[config.mk]
export PLATFORM = sky130hd
export DESIGN_NAME = mem_access_stage_flat
export DESIGN_NICKNAME = d
export VERILOG_FILES = /design/src/rtl/mem_access_stage_if.sv /design/src/rtl/mem_access_stage.sv /design/src/flat_wrapper.sv
export SDC_FILE = /design/constraint.sdc
export NUM_CORES = 1
export LEC_CHECK = 0
export CORE_MARGIN = 5
export CORE_UTILIZATION = 35
export DETAILED_ROUTE_END_ITERATION = 7
export SLEW_MARGIN = 0
export SYNTH_ARGS = -nofsm -noshare
export SYNTH_HDL_FRONTEND = slang
export SYNTH_SLANG_ARGS = --single-unit
export TNS_END_PERCENT = 1
[constraint.sdc]
create_clock -name clock -period 12.7 [get_ports clock]
set_input_delay 1.905 -clock clock [delete_from_list [all_inputs] [get_ports clock]]
set_output_delay 1.905 -clock clock [all_outputs]
set_load 0.01 [all_outputs]
[src/rtl/mem_access_stage_if.sv]
// Signal bundle around the memory-access stage: upstream instruction handoff,
// the data-memory request/acknowledge bus and the write-back packet.
interface mem_access_stage_if;
    logic        in_valid;
    logic        in_ready;
    logic [31:0] insn;
    logic [31:0] alu_result;
    logic [31:0] rt_value;
    logic        mem_req;
    logic        mem_we;
    logic [31:0] mem_addr;
    logic [3:0]  mem_be;
    logic [31:0] mem_wdata;
    logic [31:0] mem_rdata;
    logic        mem_ack;
    logic        wb_valid;
    logic        wb_en;
    logic [4:0]  wb_reg;
    logic [31:0] wb_data;
    logic        addr_error;
    logic        bus_error;

    modport slave (
        input  in_valid, insn, alu_result, rt_value, mem_rdata, mem_ack,
        output in_ready, mem_req, mem_we, mem_addr, mem_be, mem_wdata,
               wb_valid, wb_en, wb_reg, wb_data, addr_error, bus_error
    );

    modport master (
        output in_valid, insn, alu_result, rt_value, mem_rdata, mem_ack,
        input  in_ready, mem_req, mem_we, mem_addr, mem_be, mem_wdata,
               wb_valid, wb_en, wb_reg, wb_data, addr_error, bus_error
    );
endinterface

[src/rtl/mem_access_stage.sv]
// Memory-access pipeline stage: turns loads/stores into a req/ack data-memory
// transaction and emits one registered write-back packet per instruction.
module mem_access_stage #(
    parameter int TIMEOUT_CYCLES = 16,
    parameter int CNT_W          = 5
) (
    input  logic              clock,
    input  logic              reset,
    mem_access_stage_if.slave bus
);

    typedef enum logic [1:0] {IDLE, REQ, RESP} state_t;

    localparam logic [5:0] OP_RTYPE = 6'b000000;
    localparam logic [5:0] OP_JAL   = 6'b000011;
    localparam logic [5:0] OP_ADDI  = 6'b001000;
    localparam logic [5:0] OP_ADDIU = 6'b001001;
    localparam logic [5:0] OP_SLTI  = 6'b001010;
    localparam logic [5:0] OP_SLTIU = 6'b001011;
    localparam logic [5:0] OP_ORI   = 6'b001101;
    localparam logic [5:0] OP_XORI  = 6'b001110;
    localparam logic [5:0] OP_LUI   = 6'b001111;
    localparam logic [5:0] OP_LW    = 6'b100011;
    localparam logic [5:0] OP_LB    = 6'b100000;
    localparam logic [5:0] OP_LBU   = 6'b100100;
    localparam logic [5:0] OP_SW    = 6'b101011;
    localparam logic [5:0] OP_SB    = 6'b101000;
    localparam logic [5:0] FN_JR    = 6'b001000;

    localparam logic [CNT_W-1:0] CNT_LIMIT = CNT_W'(TIMEOUT_CYCLES);

    state_t           state_q, state_d;
    logic [CNT_W-1:0] cnt_q, cnt_d, cnt_inc;
    logic [5:0]       op_q, op_d;
    logic [1:0]       lane_q, lane_d;
    logic [4:0]       dest_q, dest_d;
    logic             dest_en_q, dest_en_d;
    logic [31:0]      rdata_q, rdata_d;
    logic             mem_req_q, mem_req_d;
    logic             mem_we_q, mem_we_d;
    logic [31:0]      mem_addr_q, mem_addr_d;
    logic [3:0]       mem_be_q, mem_be_d;
    logic [31:0]      mem_wdata_q, mem_wdata_d;
    logic             wb_valid_q, wb_valid_d;
    logic             wb_en_q, wb_en_d;
    logic [4:0]       wb_reg_q, wb_reg_d;
    logic [31:0]      wb_data_q, wb_data_d;
    logic             addr_error_q, addr_error_d;
    logic             bus_error_q, bus_error_d;

    logic [5:0]  opcode;
    logic [4:0]  dec_dest;
    logic        dec_writes;
    logic        dec_dest_en;
    logic        dec_is_store;
    logic        dec_is_mem;
    logic        dec_misaligned;
    logic [7:0]  lane_byte;
    logic [31:0] load_value;
    logic        unused_insn_bits;

    assign opcode           = bus.insn[31:26];
    assign unused_insn_bits = ^{bus.insn[25:21], bus.insn[10:6]};

    // Destination decode: only the listed writers produce a register write, r0 never does.
    always_comb begin
        dec_dest   = 5'd0;
        dec_writes = 1'b0;
        case (opcode)
            OP_RTYPE: begin
                if (bus.insn[5:0] != FN_JR) begin
                    dec_dest   = bus.insn[15:11];
                    dec_writes = 1'b1;
                end
            end
            OP_LW, OP_LB, OP_LBU, OP_ADDI, OP_ADDIU, OP_SLTI, OP_SLTIU,
            OP_ORI, OP_XORI, OP_LUI: begin
                dec_dest   = bus.insn[20:16];
                dec_writes = 1'b1;
            end
            OP_JAL: begin
                dec_dest   = 5'd31;
                dec_writes = 1'b1;
            end
            default: ;
        endcase
        dec_dest_en    = dec_writes && (dec_dest != 5'd0);
        dec_is_store   = (opcode == OP_SW) || (opcode == OP_SB);
        dec_is_mem     = dec_is_store || (opcode == OP_LW) || (opcode == OP_LB) ||
                         (opcode == OP_LBU);
        dec_misaligned = ((opcode == OP_LW) || (opcode == OP_SW)) &&
                         (bus.alu_result[1:0] != 2'b00);
    end

    // Big-endian lane pick: lane 0 is the most significant byte.
    always_comb begin
        case (lane_q)
            2'd0:    lane_byte = rdata_q[31:24];
            2'd1:    lane_byte = rdata_q[23:16];
            2'd2:    lane_byte = rdata_q[15:8];
            default: lane_byte = rdata_q[7:0];
        endcase
        case (op_q)
            OP_LB:   load_value = {{24{lane_byte[7]}}, lane_byte};
            OP_LBU:  load_value = {24'd0, lane_byte};
            default: load_value = rdata_q;
        endcase
    end

    assign cnt_inc = cnt_q + 1'b1;

    always_comb begin
        state_d      = state_q;
        cnt_d        = cnt_q;
        op_d         = op_q;
        lane_d       = lane_q;
        dest_d       = dest_q;
        dest_en_d    = dest_en_q;
        rdata_d      = rdata_q;
        mem_req_d    = mem_req_q;
        mem_we_d     = mem_we_q;
        mem_addr_d   = mem_addr_q;
        mem_be_d     = mem_be_q;
        mem_wdata_d  = mem_wdata_q;
        wb_valid_d   = 1'b0;
        wb_en_d      = 1'b0;
        wb_reg_d     = wb_reg_q;
        wb_data_d    = wb_data_q;
        addr_error_d = 1'b0;
        bus_error_d  = 1'b0;

        case (state_q)
            IDLE: begin
                if (bus.in_valid) begin
                    if (!dec_is_mem || dec_misaligned) begin
                        wb_valid_d   = 1'b1;
                        wb_en_d      = dec_dest_en && !dec_is_mem;
                        wb_reg_d     = dec_dest;
                        wb_data_d    = bus.alu_result;
                        addr_error_d = dec_misaligned;
                    end else begin
                        state_d     = REQ;
                        cnt_d       = '0;
                        op_d        = opcode;
                        lane_d      = bus.alu_result[1:0];
                        dest_d      = dec_dest;
                        dest_en_d   = dec_dest_en;
                        mem_req_d   = 1'b1;
                        mem_we_d    = dec_is_store;
                        mem_addr_d  = {bus.alu_result[31:2], 2'b00};
                        mem_be_d    = (opcode == OP_SB) ? (4'b1000 >> bus.alu_result[1:0])
                                                        : 4'b1111;
                        mem_wdata_d = (opcode == OP_SB) ? {4{bus.rt_value[7:0]}}
                                    : (opcode == OP_SW) ? bus.rt_value : 32'd0;
                    end
                end
            end
            REQ: begin
                if (bus.mem_ack) begin
                    state_d   = RESP;
                    rdata_d   = bus.mem_rdata;
                    mem_req_d = 1'b0;
                end else if (cnt_inc == CNT_LIMIT) begin
                    state_d     = IDLE;
                    cnt_d       = '0;
                    mem_req_d   = 1'b0;
                    bus_error_d = 1'b1;
                    wb_valid_d  = 1'b1;
                end else begin
                    cnt_d = cnt_inc;
                end
            end
            RESP: begin
                state_d    = IDLE;
                cnt_d      = '0;
                wb_valid_d = 1'b1;
                wb_en_d    = dest_en_q && !mem_we_q;
                wb_reg_d   = dest_q;
                wb_data_d  = load_value;
            end
            default: state_d = IDLE;
        endcase
    end

    // Every output is a flop, so async reset forces the idle values at once.
    always_ff @(posedge clock or posedge reset) begin
        if (reset) begin
            state_q      <= IDLE;
            cnt_q        <= '0;
            op_q         <= 6'd0;
            lane_q       <= 2'd0;
            dest_q       <= 5'd0;
            dest_en_q    <= 1'b0;
            rdata_q      <= 32'd0;
            mem_req_q    <= 1'b0;
            mem_we_q     <= 1'b0;
            mem_addr_q   <= 32'd0;
            mem_be_q     <= 4'd0;
            mem_wdata_q  <= 32'd0;
            wb_valid_q   <= 1'b0;
            wb_en_q      <= 1'b0;
            wb_reg_q     <= 5'd0;
            wb_data_q    <= 32'd0;
            addr_error_q <= 1'b0;
            bus_error_q  <= 1'b0;
        end else begin
            state_q      <= state_d;
            cnt_q        <= cnt_d;
            op_q         <= op_d;
            lane_q       <= lane_d;
            dest_q       <= dest_d;
            dest_en_q    <= dest_en_d;
            rdata_q      <= rdata_d;
            mem_req_q    <= mem_req_d;
            mem_we_q     <= mem_we_d;
            mem_addr_q   <= mem_addr_d;
            mem_be_q     <= mem_be_d;
            mem_wdata_q  <= mem_wdata_d;
            wb_valid_q   <= wb_valid_d;
            wb_en_q      <= wb_en_d;
            wb_reg_q     <= wb_reg_d;
            wb_data_q    <= wb_data_d;
            addr_error_q <= addr_error_d;
            bus_error_q  <= bus_error_d;
        end
    end

    assign bus.in_ready   = (state_q == IDLE);
    assign bus.mem_req    = mem_req_q;
    assign bus.mem_we     = mem_we_q;
    assign bus.mem_addr   = mem_addr_q;
    assign bus.mem_be     = mem_be_q;
    assign bus.mem_wdata  = mem_wdata_q;
    assign bus.wb_valid   = wb_valid_q;
    assign bus.wb_en      = wb_en_q;
    assign bus.wb_reg     = wb_reg_q;
    assign bus.wb_data    = wb_data_q;
    assign bus.addr_error = addr_error_q;
    assign bus.bus_error  = bus_error_q;

endmodule

[src/flat_wrapper.sv]
// flat-port wrapper written by rule: the top's interface ports become plain ports
module mem_access_stage_flat 
#(
    parameter int TIMEOUT_CYCLES = 16,
    parameter int CNT_W          = 5
)
  (clock, reset, bus_in_valid, bus_insn, bus_alu_result, bus_rt_value, bus_mem_rdata, bus_mem_ack, bus_in_ready, bus_mem_req, bus_mem_we, bus_mem_addr, bus_mem_be, bus_mem_wdata, bus_wb_valid, bus_wb_en, bus_wb_reg, bus_wb_data, bus_addr_error, bus_bus_error);
  mem_access_stage_if bus_i ();
  input  logic clock;
  input  logic reset;
  input wire logic [$bits(bus_i.in_valid)-1:0] bus_in_valid;
  input wire logic [$bits(bus_i.insn)-1:0] bus_insn;
  input wire logic [$bits(bus_i.alu_result)-1:0] bus_alu_result;
  input wire logic [$bits(bus_i.rt_value)-1:0] bus_rt_value;
  input wire logic [$bits(bus_i.mem_rdata)-1:0] bus_mem_rdata;
  input wire logic [$bits(bus_i.mem_ack)-1:0] bus_mem_ack;
  output wire logic [$bits(bus_i.in_ready)-1:0] bus_in_ready;
  output wire logic [$bits(bus_i.mem_req)-1:0] bus_mem_req;
  output wire logic [$bits(bus_i.mem_we)-1:0] bus_mem_we;
  output wire logic [$bits(bus_i.mem_addr)-1:0] bus_mem_addr;
  output wire logic [$bits(bus_i.mem_be)-1:0] bus_mem_be;
  output wire logic [$bits(bus_i.mem_wdata)-1:0] bus_mem_wdata;
  output wire logic [$bits(bus_i.wb_valid)-1:0] bus_wb_valid;
  output wire logic [$bits(bus_i.wb_en)-1:0] bus_wb_en;
  output wire logic [$bits(bus_i.wb_reg)-1:0] bus_wb_reg;
  output wire logic [$bits(bus_i.wb_data)-1:0] bus_wb_data;
  output wire logic [$bits(bus_i.addr_error)-1:0] bus_addr_error;
  output wire logic [$bits(bus_i.bus_error)-1:0] bus_bus_error;
  assign bus_i.in_valid = bus_in_valid;
  assign bus_i.insn = bus_insn;
  assign bus_i.alu_result = bus_alu_result;
  assign bus_i.rt_value = bus_rt_value;
  assign bus_i.mem_rdata = bus_mem_rdata;
  assign bus_i.mem_ack = bus_mem_ack;
  assign bus_in_ready = bus_i.in_ready;
  assign bus_mem_req = bus_i.mem_req;
  assign bus_mem_we = bus_i.mem_we;
  assign bus_mem_addr = bus_i.mem_addr;
  assign bus_mem_be = bus_i.mem_be;
  assign bus_mem_wdata = bus_i.mem_wdata;
  assign bus_wb_valid = bus_i.wb_valid;
  assign bus_wb_en = bus_i.wb_en;
  assign bus_wb_reg = bus_i.wb_reg;
  assign bus_wb_data = bus_i.wb_data;
  assign bus_addr_error = bus_i.addr_error;
  assign bus_bus_error = bus_i.bus_error;
  mem_access_stage #(.TIMEOUT_CYCLES(TIMEOUT_CYCLES), .CNT_W(CNT_W)) u_core (.clock(clock), .reset(reset), .bus(bus_i));
endmodule
======== Word level (Yosys, flattened, before mapping) ========
Index checks and enable logic that the tools add are counted.
cells by class
  equality and inequality tests ........... 26
  bitwise logic cells ..................... 1
  reductions and logical operators ........ 28
  shift operators ......................... 1
  muxes and demuxes ....................... 42
  add/sub/neg operators ................... 1
operators by type and width
  operator                                                                  number
  32-bit 2-to-1 mux                                                         4
  32-bit one-hot mux with 2 select lines                                    2
  6-bit by 4-bit equality test with 1-bit output (second input constant)    7
  6-bit equality test (second input constant)                               7
  5-bit 2-to-1 mux                                                          7
  5-bit one-hot mux with 3 select lines                                     2
  8-bit one-hot mux with 3 select lines                                     1
  1-bit 2-to-1 mux                                                          15
  11-bit OR reduction                                                       1
  5-bit one-hot mux with 2 select lines                                     1
  10-bit OR reduction                                                       1
  3-bit AND reduction                                                       3
  2-bit 2-to-1 mux                                                          4
  4-bit AND reduction                                                       2
  6-bit by 2-bit equality test with 1-bit output (second input constant)    1
  6-bit logical NOT                                                         1
  1-bit logical OR                                                          6
  2-bit inequality test (second input constant)                             3
  6-bit by 4-bit inequality test with 1-bit output (second input constant)  1
  1-bit one-hot mux with 2 select lines                                     3
  2-bit nonzero test                                                        3
  5-bit by 1-bit adder with 5-bit output (second input constant)            1
  5-bit equality test (second input constant)                               1
  5-bit nonzero test                                                        1
  other kinds (14)                                                          21
word-level totals
  input port bits ......................... 132
  output and inout port bits .............. 112
  word-level logic and storage cells ...... 117
  register bits ........................... 162

======== Longest topological paths before layout ========
  depth after elaboration ................. 10
  mapped depth ............................ 8
  gate-level depth less buffers ........... 5

======== Worst setup path before layout ========
OpenSTA, ideal clock, no wires.
  kind .................................... input -> register
  start point ............................. in bus_insn[1]
  end point ............................... reg u_core.wb_reg_q[3] (netlist: u_core.bus.wb_reg[3])
  data arrival time ....................... 3.152 ns
  required time ........................... 12.564 ns
  slack ................................... 9.413 ns
  library setup time ...................... 0.136 ns
  buffers on the path ..................... 0
  cell stages on the path ................. 4
  path through ............................ or4b_1 o311a_1 a221oi_1 o21ai_0
between the ends
  word-level cells in the longest chain between the ends .. 6
ends and longest elaborated chain
  element                                           RTL line                 source
  start: declaration                                flat_wrapper.sv:12       input wire logic [$bits(bus_i.insn)-1:0] bus_insn;
  6-bit by 4-bit inequality test with 1-bit output  mem_access_stage.sv:71   if (bus.insn[5:0] != FN_JR) begin
  5-bit 2-to-1 mux                                  mem_access_stage.sv:71
  5-bit one-hot mux with 3 select lines             mem_access_stage.sv:69   case (opcode)
  5-bit 2-to-1 mux                                  mem_access_stage.sv:135  if (!dec_is_mem || dec_misaligned) begin
  5-bit 2-to-1 mux                                  mem_access_stage.sv:134  if (bus.in_valid) begin
  5-bit one-hot mux with 2 select lines             mem_access_stage.sv:132  case (state_q)
  end signal: assignment                            mem_access_stage.sv:221  wb_reg_q <= wb_reg_d;
  end: declaration                                  mem_access_stage.sv:46   logic [4:0] wb_reg_q, wb_reg_d;
No other way between the ends. The select of a mux whose other input is x is not followed.
A chain may end at the register's enable or synchronous reset.

======== Final worst setup path ========
  start point ............................. in bus_insn[31]
  end point ............................... reg u_core.mem_wdata_q[26] (netlist: u_core.bus.mem_wdata[26])
between the ends
  word-level cells in the longest chain between the ends .. 9
  elaborated cells on any way between the ends .. 17
  classes of those cells .................. 5 x eq/ne; 2 x mux; 1 x bitwise; 9 x reduce/logical
ends and longest elaborated chain
  element                                 RTL line                 source
  6-bit equality test (on tied branches)  -
  1-bit logical OR                        mem_access_stage.sv:88   dec_is_store = (opcode == OP_SW) || (opcode == OP_SB);
  1-bit logical OR (3 in a row)           mem_access_stage.sv:89   dec_is_mem = dec_is_store || (opcode == OP_LW) || (opcode == OP_LB) ||
  1-bit logical NOT                       mem_access_stage.sv:135
  1-bit logical OR                        mem_access_stage.sv:135
  1-bit inverter (no source line)         -
  3-bit AND reduction (no source line)    -
  end signal: assignment                  mem_access_stage.sv:218  mem_wdata_q <= mem_wdata_d;
  end: declaration                        mem_access_stage.sv:43   logic [31:0] mem_wdata_q, mem_wdata_d;
Several ways; a longest one is shown, not always the timed one.

==> flow_metrics.tcl <==
set metrics [dict create \
    status "completed" \
    clkTransAtPathRegs_ns 0.06 \
    grt_pass1_wl_mm 36.1 \
    die_h_um 156 \
    layout.cells.most_common_list "247 x nand2_1, 231 x clkdlybuf4s50_1, 162 x dfrtp_1" \
    pwr-share-clk_pct 31.4 \
    p_seq_share_pct 43.0 \
    worstMarginPinSlew_ns 1.12 \
    setup_viol 0 \
    grt-ovfl-total 0 \
    skew_ns 0.0107 \
    insertedDiodeCount 0 \
    cts_hold_buffers 0 \
    hpwlAfterDp_mm 15.8 \
    yosysSeqAreaShare_pct 54.5 \
    r2r_start "u_core.lane_q[1]$_DFFE_PP0P_" \
    p_sw_share_pct 30.1 \
    power_mw 1.66 \
    synth_ff_type "dfrtp_1" \
    dieWidth_um 156 \
    drive_gt1_share_pct 5.35 \
    hold_depth 2 \
    startpoint_type "input pin" \
    yosysTopAreaCellShare_pct 54.5 \
    postPlaceCellArea_um2 9930 \
    io_pins 244 \
    syn_inst 812 \
    cts_resized 0 \
    syn_area_per_cell_um2 9.16 \
    peakVddDrop_v 0.0000879 \
    worstPathArrival_ns 4.68 \
    clkLatencyLatePin_ns 0.42 \
    rr_worst_depth 6 \
    postCtsSetupBuffers 0 \
    core-area_um2 21000 \
    syn_area_um2 7440 \
    slew_violations 0 \
    path_class "input pin to flop" \
    io_buffers 231 \
    nets 1148 \
    pwr-share-comb_pct 25.6 \
    grt_max_degree 92 \
    final_common_cell "nand2_1" \
    tns_ns 0 \
    drt_iter0_drc 384 \
    rows 53 \
    grt_pass1_vias 6600 \
    wl_per_cell_um 17.3 \
    yosysTopAreaCell "dfrtp_1" \
    via_per_inst 5.00 \
    cts_tree "done" \
    root_buffer "clkbuf_16" \
    min-delay-start "u_core.bus.mem_wdata[5]$_DFFE_PP0P_" \
    post-route-period-util_pct 34.5 \
    dieArea_um2 24300 \
    p_int_mw 1.16 \
    area_growth_pct 41.5 \
    cts_made_buffers 17 \
    cts.sinks 162 \
    ys_types 56 \
    antenna_found_initial 0 \
    drc 0 \
    gp_congestion 0.779 \
    rr_endpoint "u_core.bus.wb_data[11]$_DFFE_PP0P_" \
    slew_headroom_pct 25.1 \
    cp_max_fo 89 \
    via_count 6517 \
    hold_path.class "flop to flop" \
    crit_path_end_kind "flop" \
    ant_nets 0 \
    rsz0062_at_grt "no" \
    post-route-min-period_ns 4.39 \
    p_sw_mw 0.501 \
    p_leak_nw 4.76 \
    grtUsageTotal_pct 18.7 \
    synth-edff-count 0 \
    ys_warn_count 0 \
    r2r_setup_slack_ns 10.02 \
    synthTopCellsByArea "dfrtp_1 54%, nand2_1 12%, nor2_1 4.7%" \
    wirelength_mm 22.6 \
    cap_violations 0 \
    start_util_pct 35.5 \
    clockBufferDepth 2 \
    htree_levels 4 \
    final-hold-violation-count 0 \
    final_area_um2 10500 \
    worst-endpoint-required_ns 13.00 \
    async_reset_ff_share_pct 100 \
    p_per_area_nw_per_um2 158 \
    dr.pass1.iters 4 \
    ys_ff_latch 162 \
    max_freq_mhz 228 \
    min_delay_worst_endpoint "u_core.bus.mem_wdata[5]$_DFFE_PP0P_" \
]
## per-layer routing
metal  vias to the layer above  track usage [%]  part of all wire, %
li1                       3193                -                    -
met2                       191             30.1                   48
met4                         0             5.96                  2.1
met1                      3101             24.2                   43
met3                        32             5.66                  7.2
met5                         -                0                    0
## worst max path at each step
stage / start / end / depth (start not counted)
floorplan: reset / u_core.bus.addr_error$_DFF_PP0_ / 1
global placement: bus_insn[26] / u_core.bus.mem_wdata[26]$_DFFE_PP0P_ / 6
detailed placement: bus_insn[31] / u_core.bus.mem_wdata[17]$_DFFE_PP0P_ / 6
CTS: bus_insn[31] / u_core.bus.mem_wdata[17]$_DFFE_PP0P_ / 6
global route: bus_insn[31] / u_core.bus.mem_wdata[29]$_DFFE_PP0P_ / 6
finish: bus_insn[31] / u_core.bus.mem_wdata[26]$_DFFE_PP0P_ / 6
## cells by family after synthesis
kind of cell    after synthesis  share of synthesized area [%]
simple gates                395                           22.7
compound gates              178                           17.8
flops                       162                           54.5
buf+inv                      69                           4.04
mux                           4                          0.538
xor+xnor                      2                          0.235
fa+ha+maj                     1                          0.168
other cells                   1                         0.0504
## power by group through the flow
stage | logic, mW | clock network, mW | registers, mW
after floorplan | 0.181 | 0 | 0.726
after global placement | 0.427 | 0 | 0.723
after detailed placement | 0.432 | 0 | 0.724
after CTS | 0.434 | 0.534 | 0.716
after global routing | 0.475 | 0.556 | 0.732
final | 0.425 | 0.522 | 0.714
## per-stage QoR
step	worst slack, ns	std cells	hold WS (ns)	utilization [%]
final	8.31	1303	0.466	50.2
after global routing	8.03	1303	0.495	50.2
after CTS	8.26	1303	0.470	50.2
after detailed placement	7.81	1271	0.455	47.4
after global placement	7.83	1271	0.449	47.4
after floorplan	6.42	813	0.446	-
## synth_stat cells, types with 13 or more instances
cell type  count
nand2_1      247
dfrtp_1      162
a221oi_1      29
clkbuf_1      30
a21o_1        25
o21ai_0       38
inv_1         13
a211oi_1      24
buf_2         21
nor2_1        93
nand3_1       13
## critical path: stages
cell	delay [ns]
clkdlybuf4s50_1	0.62
nor4b_2	0.42
a22o_1	0.32
nand3_4	0.78
a221oi_1	0.54
nor2_1	0.07
## layout make-up
cell class	instances	area (µm²)
Inverter	14	57.6
Sequential cell	162	4050
Tap cell	275	344
Multi-Input combinational cell	582	3110
Fill cell	2008	10400
Timing Repair Buffer	238	2360
Clock buffer	21	470
Clock inverter	11	128
Note: power is estimated with default switching activity, not from simulation.
